**config.mk**
```make
export PLATFORM = sky130hd
export DESIGN_NAME = wb_arbiter
export DESIGN_NICKNAME = d
export VERILOG_FILES = /design/src/rtl/wb_arbiter.sv
export SDC_FILE = /design/constraint.sdc
export NUM_CORES = 1
export LEC_CHECK = 0
export CAP_MARGIN = 25
export CORE_ASPECT_RATIO = 0.9
export CORE_UTILIZATION = 50
export DETAILED_ROUTE_END_ITERATION = 12
export HOLD_SLACK_MARGIN = 0.06
export PLACE_DENSITY = 0.83
export SLEW_MARGIN = 20
export SYNTH_ARGS = -nofsm -noshare
export SYNTH_HDL_FRONTEND = slang
export SYNTH_SLANG_ARGS = --single-unit
```
**constraint.sdc**
```tcl
create_clock -name clk -period 4.3 [get_ports clk]
set_input_delay 0.43 -clock clk [delete_from_list [all_inputs] [get_ports clk]]
set_output_delay 0.43 -clock clk [all_outputs]
set_load 0.02 [all_outputs]
```
**src/rtl/wb_arbiter.sv**
```systemverilog
// Writeback arbiter: merges ALU results (via skid FIFO) and load responses onto
// the register-file write port and tracks outstanding loads. Macro WB_LOAD_EXT_EN enables load byte/half extraction.
module wb_arbiter #(
  parameter int ALU_FIFO_DEPTH = 2,
  parameter int NUM_REGS       = 32
) (
  input  logic                clk,
  input  logic                rst,
  input  logic                alu_valid,
  output logic                alu_ready,
  input  logic [4:0]          alu_dst,
  input  logic [31:0]         alu_data,
  input  logic                ld_issue,
  input  logic [4:0]          ld_issue_dst,
  input  logic                ld_valid,
  input  logic [4:0]          ld_dst,
  input  logic [31:0]         ld_rdata,
  input  logic [1:0]          ld_addr_lo,
  input  logic [1:0]          ld_size,
  input  logic                ld_signed,
  output logic                rf_w_en,
  output logic [4:0]          rf_w_pos,
  output logic [31:0]         rf_w_data,
  output logic [NUM_REGS-1:0] busy_mask
);

  localparam int AW = (ALU_FIFO_DEPTH > 1) ? $clog2(ALU_FIFO_DEPTH) : 1;
  localparam int CW = AW + 1;
  localparam logic [CW-1:0] DEPTH_C = CW'(ALU_FIFO_DEPTH);

  logic [4:0]    fifo_dst  [ALU_FIFO_DEPTH];
  logic [31:0]   fifo_data [ALU_FIFO_DEPTH];
  logic [AW-1:0] rd_ptr, wr_ptr;
  logic [CW-1:0] count;

  logic          fifo_nonempty, alu_fire, bypass, push, pop;
  logic          wr_sel;
  logic [4:0]    wr_dst;
  logic [31:0]   wr_data;
  logic [31:0]   ld_wdata;
  logic [NUM_REGS-1:0] busy_next;

  assign alu_ready     = (count < DEPTH_C);
  assign fifo_nonempty = (count != '0);
  assign alu_fire      = alu_valid && alu_ready;
  assign bypass        = alu_fire && !ld_valid && !fifo_nonempty;
  assign push          = alu_fire && !bypass;
  assign pop           = !ld_valid && fifo_nonempty;
  assign wr_sel        = ld_valid || fifo_nonempty || alu_fire;

`ifdef WB_LOAD_EXT_EN
  logic [7:0]  ld_byte;
  logic [15:0] ld_half;

  always_comb begin
    ld_byte  = ld_rdata[7:0];
    case (ld_addr_lo)
      2'd1:    ld_byte = ld_rdata[15:8];
      2'd2:    ld_byte = ld_rdata[23:16];
      2'd3:    ld_byte = ld_rdata[31:24];
      default: ld_byte = ld_rdata[7:0];
    endcase
    ld_half  = ld_addr_lo[1] ? ld_rdata[31:16] : ld_rdata[15:0];
    case (ld_size)
      2'd0:    ld_wdata = {{24{ld_signed & ld_byte[7]}}, ld_byte};
      2'd1:    ld_wdata = {{16{ld_signed & ld_half[15]}}, ld_half};
      default: ld_wdata = ld_rdata;
    endcase
  end
`else
  // Memory side pre-aligns data; the alignment inputs are intentionally unused.
  logic unused_ld_fmt;
  assign unused_ld_fmt = ^{ld_addr_lo, ld_size, ld_signed};
  assign ld_wdata      = ld_rdata;
`endif

  always_comb begin
    wr_dst  = alu_dst;
    wr_data = alu_data;
    if (ld_valid) begin
      wr_dst  = ld_dst;
      wr_data = ld_wdata;
    end else if (fifo_nonempty) begin
      wr_dst  = fifo_dst[rd_ptr];
      wr_data = fifo_data[rd_ptr];
    end
  end

  // Set after clear so a younger issue to the same register wins.
  always_comb begin
    busy_next = busy_mask;
    for (int r = 0; r < NUM_REGS; r++) begin
      if (ld_valid && ld_dst == 5'(r)) busy_next[r] = 1'b0;
      if (ld_issue && ld_issue_dst != 5'd0 && ld_issue_dst == 5'(r)) busy_next[r] = 1'b1;
    end
  end

  always_ff @(posedge clk) begin
    if (push) begin
      fifo_dst[wr_ptr]  <= alu_dst;
      fifo_data[wr_ptr] <= alu_data;
    end
  end

  always_ff @(posedge clk or posedge rst) begin
    if (rst) begin
      rd_ptr    <= '0;
      wr_ptr    <= '0;
      count     <= '0;
      busy_mask <= '0;
      rf_w_en   <= 1'b0;
      rf_w_pos  <= '0;
      rf_w_data <= '0;
    end else begin
      if (push) wr_ptr <= wr_ptr + 1'b1;
      if (pop)  rd_ptr <= rd_ptr + 1'b1;
      if (push && !pop)      count <= count + 1'b1;
      else if (pop && !push) count <= count - 1'b1;
      busy_mask <= busy_next;
      rf_w_en   <= 1'b0;
      // r0 writes consume the slot but never reach the register file.
      if (wr_sel && wr_dst != 5'd0) begin
        rf_w_en   <= 1'b1;
        rf_w_pos  <= wr_dst;
        rf_w_data <= wr_data;
      end
    end
  end

endmodule

```
==> flow_metrics.tcl, run 1 <==
set metrics [dict create \
    status "completed" \
    antenna_found_initial 0 \
    synth_ff_type "edfxtp_1" \
    cp-end-kind "register" \
    layout_min_cycle_time_ns 2.874 \
    root_buffer "clkbuf_16" \
    nets 767 \
    grt_pass1_wl_um 25340 \
    path_clk_slew_ns 0.06 \
    p_per_area_nw_per_um2 628.4 \
    layout_common_cells "clkdlybuf4s50_1 (153), o21ai_0 (128), nand2_1 (74), edfxtp_1 (74), dfrtp_1 (73)" \
    vias 4768 \
    ys_ff_latch 148 \
    synth_edf_count 74 \
    io_pins 160 \
    cpMaxStageDelayCell "or2_2" \
    dp.cells 821 \
    slew_viol_final 0 \
    grtUsageTotal_pct 24.67 \
    cp.arrival_ns 3.18 \
    hold_path.class "in2async" \
    clock_latency_ns 0.42 \
    ir_drop_mv 0.3848 \
    gr-total-overflow 0 \
    gp_congestion 0.9061 \
    cts_max_path_buffers 2 \
    cts_hold_buffers 0 \
    grt_pass1_vias 4868 \
    area_growth_pct 33.51 \
    drt_iter0_drc 374 \
    synth.distinct_cells 43 \
    clock-sinks 148 \
    netlist_instances 523 \
    avgRoutedWirePerCell_um 18.43 \
    worstSetupPathType "reg2reg" \
    syn_avg_cell_area_sq_um 12.59 \
    yosysSeqAreaShare_pct 61.89 \
    tightest_slew_ns 0.9247 \
    start_util_pct 51.49 \
    cp_num_buf_inv 1 \
    die_w_um 122.9 \
    ys_warn_count 0 \
    hold_viol_final 0 \
    fill_cells 903 \
    rows 39 \
    tns_ns 0 \
    drv_cap 0 \
    dr.pass1.iters 5 \
    p_leak_nw 3.511 \
    route.antenna.remaining_nets 0 \
    crit_chain "or2_2, a211oi_2, a2111oi_4, a31oi_4, buf_4, mux2_2" \
    tritoncts "built" \
    die_h_um 110.9 \
    rsz0062_at_grt "false" \
    port_buffers 154 \
    whs_ns 0.2775 \
    final_common_cell "clkdlybuf4s50_1" \
    max_stage_delay_ns 0.57 \
    post_cts.repair.setup_buffers 0 \
    skew_ns 0.007588 \
    async_flop_share_pct 50.00 \
    crit_path_start_kind "register" \
    cts_buffers 17 \
    synth_top_cell_by_area "edfxtp_1" \
    hpwl_um 10660 \
    fin_util_pct 68.74 \
    viasPerCell 5.583 \
    power_mw 5.522 \
    synth_top_area_share_pct 33.76 \
    cp_max_fo 34 \
    setup_viol 0 \
    finalCritPeriodShare_pct 66.83 \
    die-area_sq_um 13630 \
    synth_area_sq_um 6583 \
    core_sq_um 12780 \
    layout.cells.non_filler 854 \
    clock.fmax_mhz 348.0 \
    slew_headroom_pct 38.35 \
    ys_top_cells_by_area "edfxtp_1 (34%), dfrtp_1 (28%), o21ai_0 (9.7%)" \
    ctsResizeCount 0 \
    grt_start_max_net_pins 48 \
    totalWireLength_um 15740 \
    syn_nets 613 \
    crit_family "compound AO/OA/AOI/OAI gates" \
    critPathRequiredTime_ns 4.61 \
    drc 0 \
    ctsHtreeMaxLevel 4 \
    drive_above_1_share_pct 12.32 \
    antenna_cells 0 \
]
## per-layer routing
| metal | GRT usage (%) | share of wire [%] | vias to the layer above |
|---|---|---|---|
| met2 | 37.90 | 47 | 208 |
| met3 | 6.121 | 8.5 | 20 |
| li1 | - | - | 2206 |
| met5 | 0 | 0 | - |
| met4 | 10.16 | 1.4 | 0 |
| met1 | 33.34 | 43 | 2334 |
## state kept, by name, summed over array words and instances (netlist names)
name	cells
busy_mask	32
count	2
fifo_data	64
fifo_dst	10
rd_ptr	1
rf_w_data	32
rf_w_en	1
rf_w_pos	5
wr_ptr	1
## power breakdown
group / switching [mW] / internal, mW
Sequential: 0.245 / 1.87
Clock: 0.547 / 0.860
Combinational: 1.03 / 0.976
Total: 1.82 / 3.70
## worst register-to-register path: stages (launching register included)
cell and delay, ns:
dfrtp_1 0.48, or2_2 0.57, a211oi_2 0.39, a2111oi_4 0.12
a31oi_4 0.23, buf_4 0.55, mux2_2 0.44
## logic make-up (layout without fill, tap and decap cells)
kind of cell | Yosys count | in the layout | synth area share, %
flip-flops | 148 | 148 | 61.89
AO/OA/AOI/OAI | 146 | 146 | 12.85
AND/OR/NAND/NOR | 120 | 120 | 8.516
multiplexers | 69 | 69 | 12.77
buffers and inverters | 34 | 201 | 3.117
XOR/XNOR | 5 | 5 | 0.6654
adder cells (fa/ha/maj) | 1 | 1 | 0.1900
## cell type report
cell class	count	area, sq um	area share [%]
Timing Repair Buffer	162	1609	18.31
Clock buffer	21	450.4	5.125
Clock inverter	11	110.1	1.253
Tap cell	164	205.2	2.335
Inverter	7	26.28	0.2990
Multi-Input combinational cell	341	2312	26.31
Sequential cell	148	4075	46.37
## synth_stat cells, types with 2 or more instances
master    number
o21ai_0      128
mux2_2         4
dfrtp_1       74
clkbuf_1      12
nand2_1       74
nand2b_1      14
nand3_1        6
nand4b_1       3
xor2_1         2
buf_6          3
buf_2          5
a21oi_1        3
nor2_1         5
or2_2          2
inv_1          7
a31oi_1        2
mux2_4        29
edfxtp_1      74
nand4_1        3
xnor2_1        3
mux2i_1       36
buf_12         3
o22ai_1        3
buf_1          4
nor2b_1        6
## worst paths after layout
check	from	to	slack, ns	cells after the start
setup / recovery	count[0]	rf_w_data[9]	1.43	6
hold / removal	rst	rf_w_data[13]	0.28	2
setup reg to reg	count[0]	rf_w_data[9]	1.43	6
hold reg to reg	busy_mask[0]	busy_mask[0]	0.50	1
max in group asynchronous	rst	rf_w_data[1]	3.07	4
min in group clk	busy_mask[0]	busy_mask[0]	0.50	1
## per-stage QoR
step | worst slack (ns) | area, sq um
floorplan | 0.9685 | 6583
global placement | 1.245 | 8208
detailed placement | 1.172 | 8208
CTS | 1.422 | 8768
global route | 1.294 | 8788
finish | 1.426 | 8788
(Power assumes the default switching activity.)
==> run 2: changes to the inputs <==
clock period = 2.8 ns   (was 4.3 ns; I/O delays follow)
==> run 2 against run 1 <==
Sequential share of layout area shrank 0.55 points; flip-flop and latch count is the same; wire length shrank 0.12%; setup slack lost 1.0 ns; die area is the same; global-route usage shrank 0.53 points; power grew 54%; non-clock buffer count grew 7; critical path type unchanged.
==> flow_metrics.tcl, run 2 (synthesized netlist as in run 1, its figures left out) <==
set metrics [dict create \
    status "completed" \
    hold_path.class "in2async" \
    totalWireLength_um 15720 \
    area_growth_pct 35.11 \
    core_sq_um 12780 \
    antenna_found_initial 0 \
    gp_congestion 0.9127 \
    crit_start "count[0]" \
    die_w_um 122.9 \
    hpwl_um 10850 \
    dpl_worst_slack_ns 0.2501 \
    tns_ns 0 \
    skew_ns 0.006190 \
    setup_viol 0 \
    tritoncts "built" \
    tightest_slew_ns 0.6069 \
    cp.arrival_ns 2.68 \
    reg.largest.list "fifo_data: 64 flops, busy_mask: 32 flops, rf_w_data: 32 flops" \
    internal-power_mw 5.690 \
    grt_start_max_net_pins 37 \
    worstSetupPathType "reg2reg" \
    pwr-share-comb_pct 37.0 \
    cts_buffers 17 \
    p_sw_share_pct 33.14 \
    p_leak_nw 3.547 \
    cts_max_path_buffers 2 \
    die-area_sq_um 13630 \
    path_clk_slew_ns 0.06 \
    layout.cells.non_filler 861 \
    antenna_cells 0 \
    p_per_area_nw_per_um2 956.9 \
    slew_headroom_pct 59.35 \
    dr.pass1.iters 5 \
    drv_cap 0 \
    slew_viol_final 0 \
    drc 0 \
    drt_iter0_drc 265 \
    clock_power_share_pct 25.1 \
    cp-end-kind "register" \
    route.antenna.remaining_nets 0 \
    fill_cells 900 \
    start_util_pct 51.49 \
    regMostFlops "fifo_data" \
    final_common_cell "clkdlybuf4s50_1" \
    layout_common_cells "clkdlybuf4s50_1 (153), o21ai_0 (128), nand2_1 (74), edfxtp_1 (74), dfrtp_1 (73)" \
    ir_drop_mv 0.6074 \
    root_buffer "clkbuf_16" \
    finalCritPeriodShare_pct 85.04 \
    avgRoutedWirePerCell_um 18.26 \
    nets 774 \
    hold_viol_final 0 \
    crit_path_start_kind "register" \
    switchingPower_mw 2.821 \
    multiInputGateArea_sq_um 2312 \
    gr-total-overflow 0 \
    grtUsageTotal_pct 24.13 \
    rsz0062_at_grt "false" \
    worstRegToRegCells 6 \
    grt_pass1_vias 4912 \
    die_h_um 110.9 \
    ctsHtreeMaxLevel 4 \
    cts_hold_buffers 0 \
    clock-sinks 148 \
    seq_area_sq_um 4075 \
    worstReg2RegStart "count[0]" \
    clock.fmax_mhz 420.0 \
    port_buffers 154 \
    largest_register_ffs 64 \
    rows 39 \
    vias 4832 \
    io_pins 160 \
    dp.cells 829 \
    finalWorstSetupSlack_ns 0.4189 \
    viasPerCell 5.612 \
    layout_min_cycle_time_ns 2.381 \
    drive_above_1_share_pct 13.63 \
    grt_pass1_wl_um 24760 \
    critPathRequiredTime_ns 3.10 \
    clock_latency_ns 0.42 \
    pwr-share-seq_pct 37.9 \
    cp_max_fo 16 \
    ctsResizeCount 0 \
    whs_ns 0.2428 \
    post_cts.repair.setup_buffers 0 \
]
-- run 2: cell types whose count changed in the layout (fill, tap and decap cells not counted), sizes merged --
cell,before,now
buf,9,16
clkinvlp,1,6
clkbuf,21,19
clkinv,8,6
bufinv,2,1
-- run 2: power by group through the flow --
stage | Combinational [mW] | Clock [mW] | Sequential [mW]
final | 3.15 | 2.14 | 3.22
after global routing | 3.40 | 2.27 | 3.29
after CTS | 3.17 | 2.17 | 3.23
after detailed placement | 3.15 | 0 | 3.25
after global placement | 3.08 | 0 | 3.23
after floorplan | 1.59 | 0 | 3.56
-- run 2: final timing paths --
path,to,slack (ns)
min in group clk,fifo_data[0][19],0.46
worst min-delay path,busy_mask[22],0.24
max in group asynchronous,rf_w_pos[3],1.88
worst max-delay path,rf_w_data[9],0.42
worst max register to register,rf_w_data[9],0.42
worst min register to register,rf_w_data[29],0.51
-- run 2: metal layers --
layer | GRT usage, % | wire, um
met1 | 31.03 | 6761
met2 | 38.58 | 7400
met3 | 6.842 | 1277
met4 | 9.024 | 278
met5 | 0 | 0
-- run 2: layout make-up --
cell class | instances | area share, %
Sequential cell | 148 | 45.82
Multi-Input combinational cell | 341 | 26.00
Timing Repair Buffer | 169 | 19.25
Clock buffer | 19 | 5.107
Tap cell | 164 | 2.307
Clock inverter | 13 | 1.224
Inverter | 7 | 0.2954
-- run 2: stage by stage --
step	cell area (sq um)	utilization (%)	total power [mW]
global placement	8330	65.16	6.311
detailed placement	8330	65.16	6.401
CTS	8894	69.56	8.566
global route	8894	69.56	8.961
floorplan	6585	-	5.146
finish	8894	69.56	8.511
-- run 2: worst max-delay path: stages, from the launching register on --
cell and delay, ns:
dfrtp_1 0.48, or2_2 0.43, a211oi_2 0.35, a2111oi_4 0.12, a31oi_4 0.30, buf_12 0.22
mux2_2 0.35
==> run 3: changes to the inputs <==
CTS_CLUSTER_SIZE = 28   (was not set)
==> results of run 3 <==
No change in the layout: final DEF, timing and power equal those of run 2.
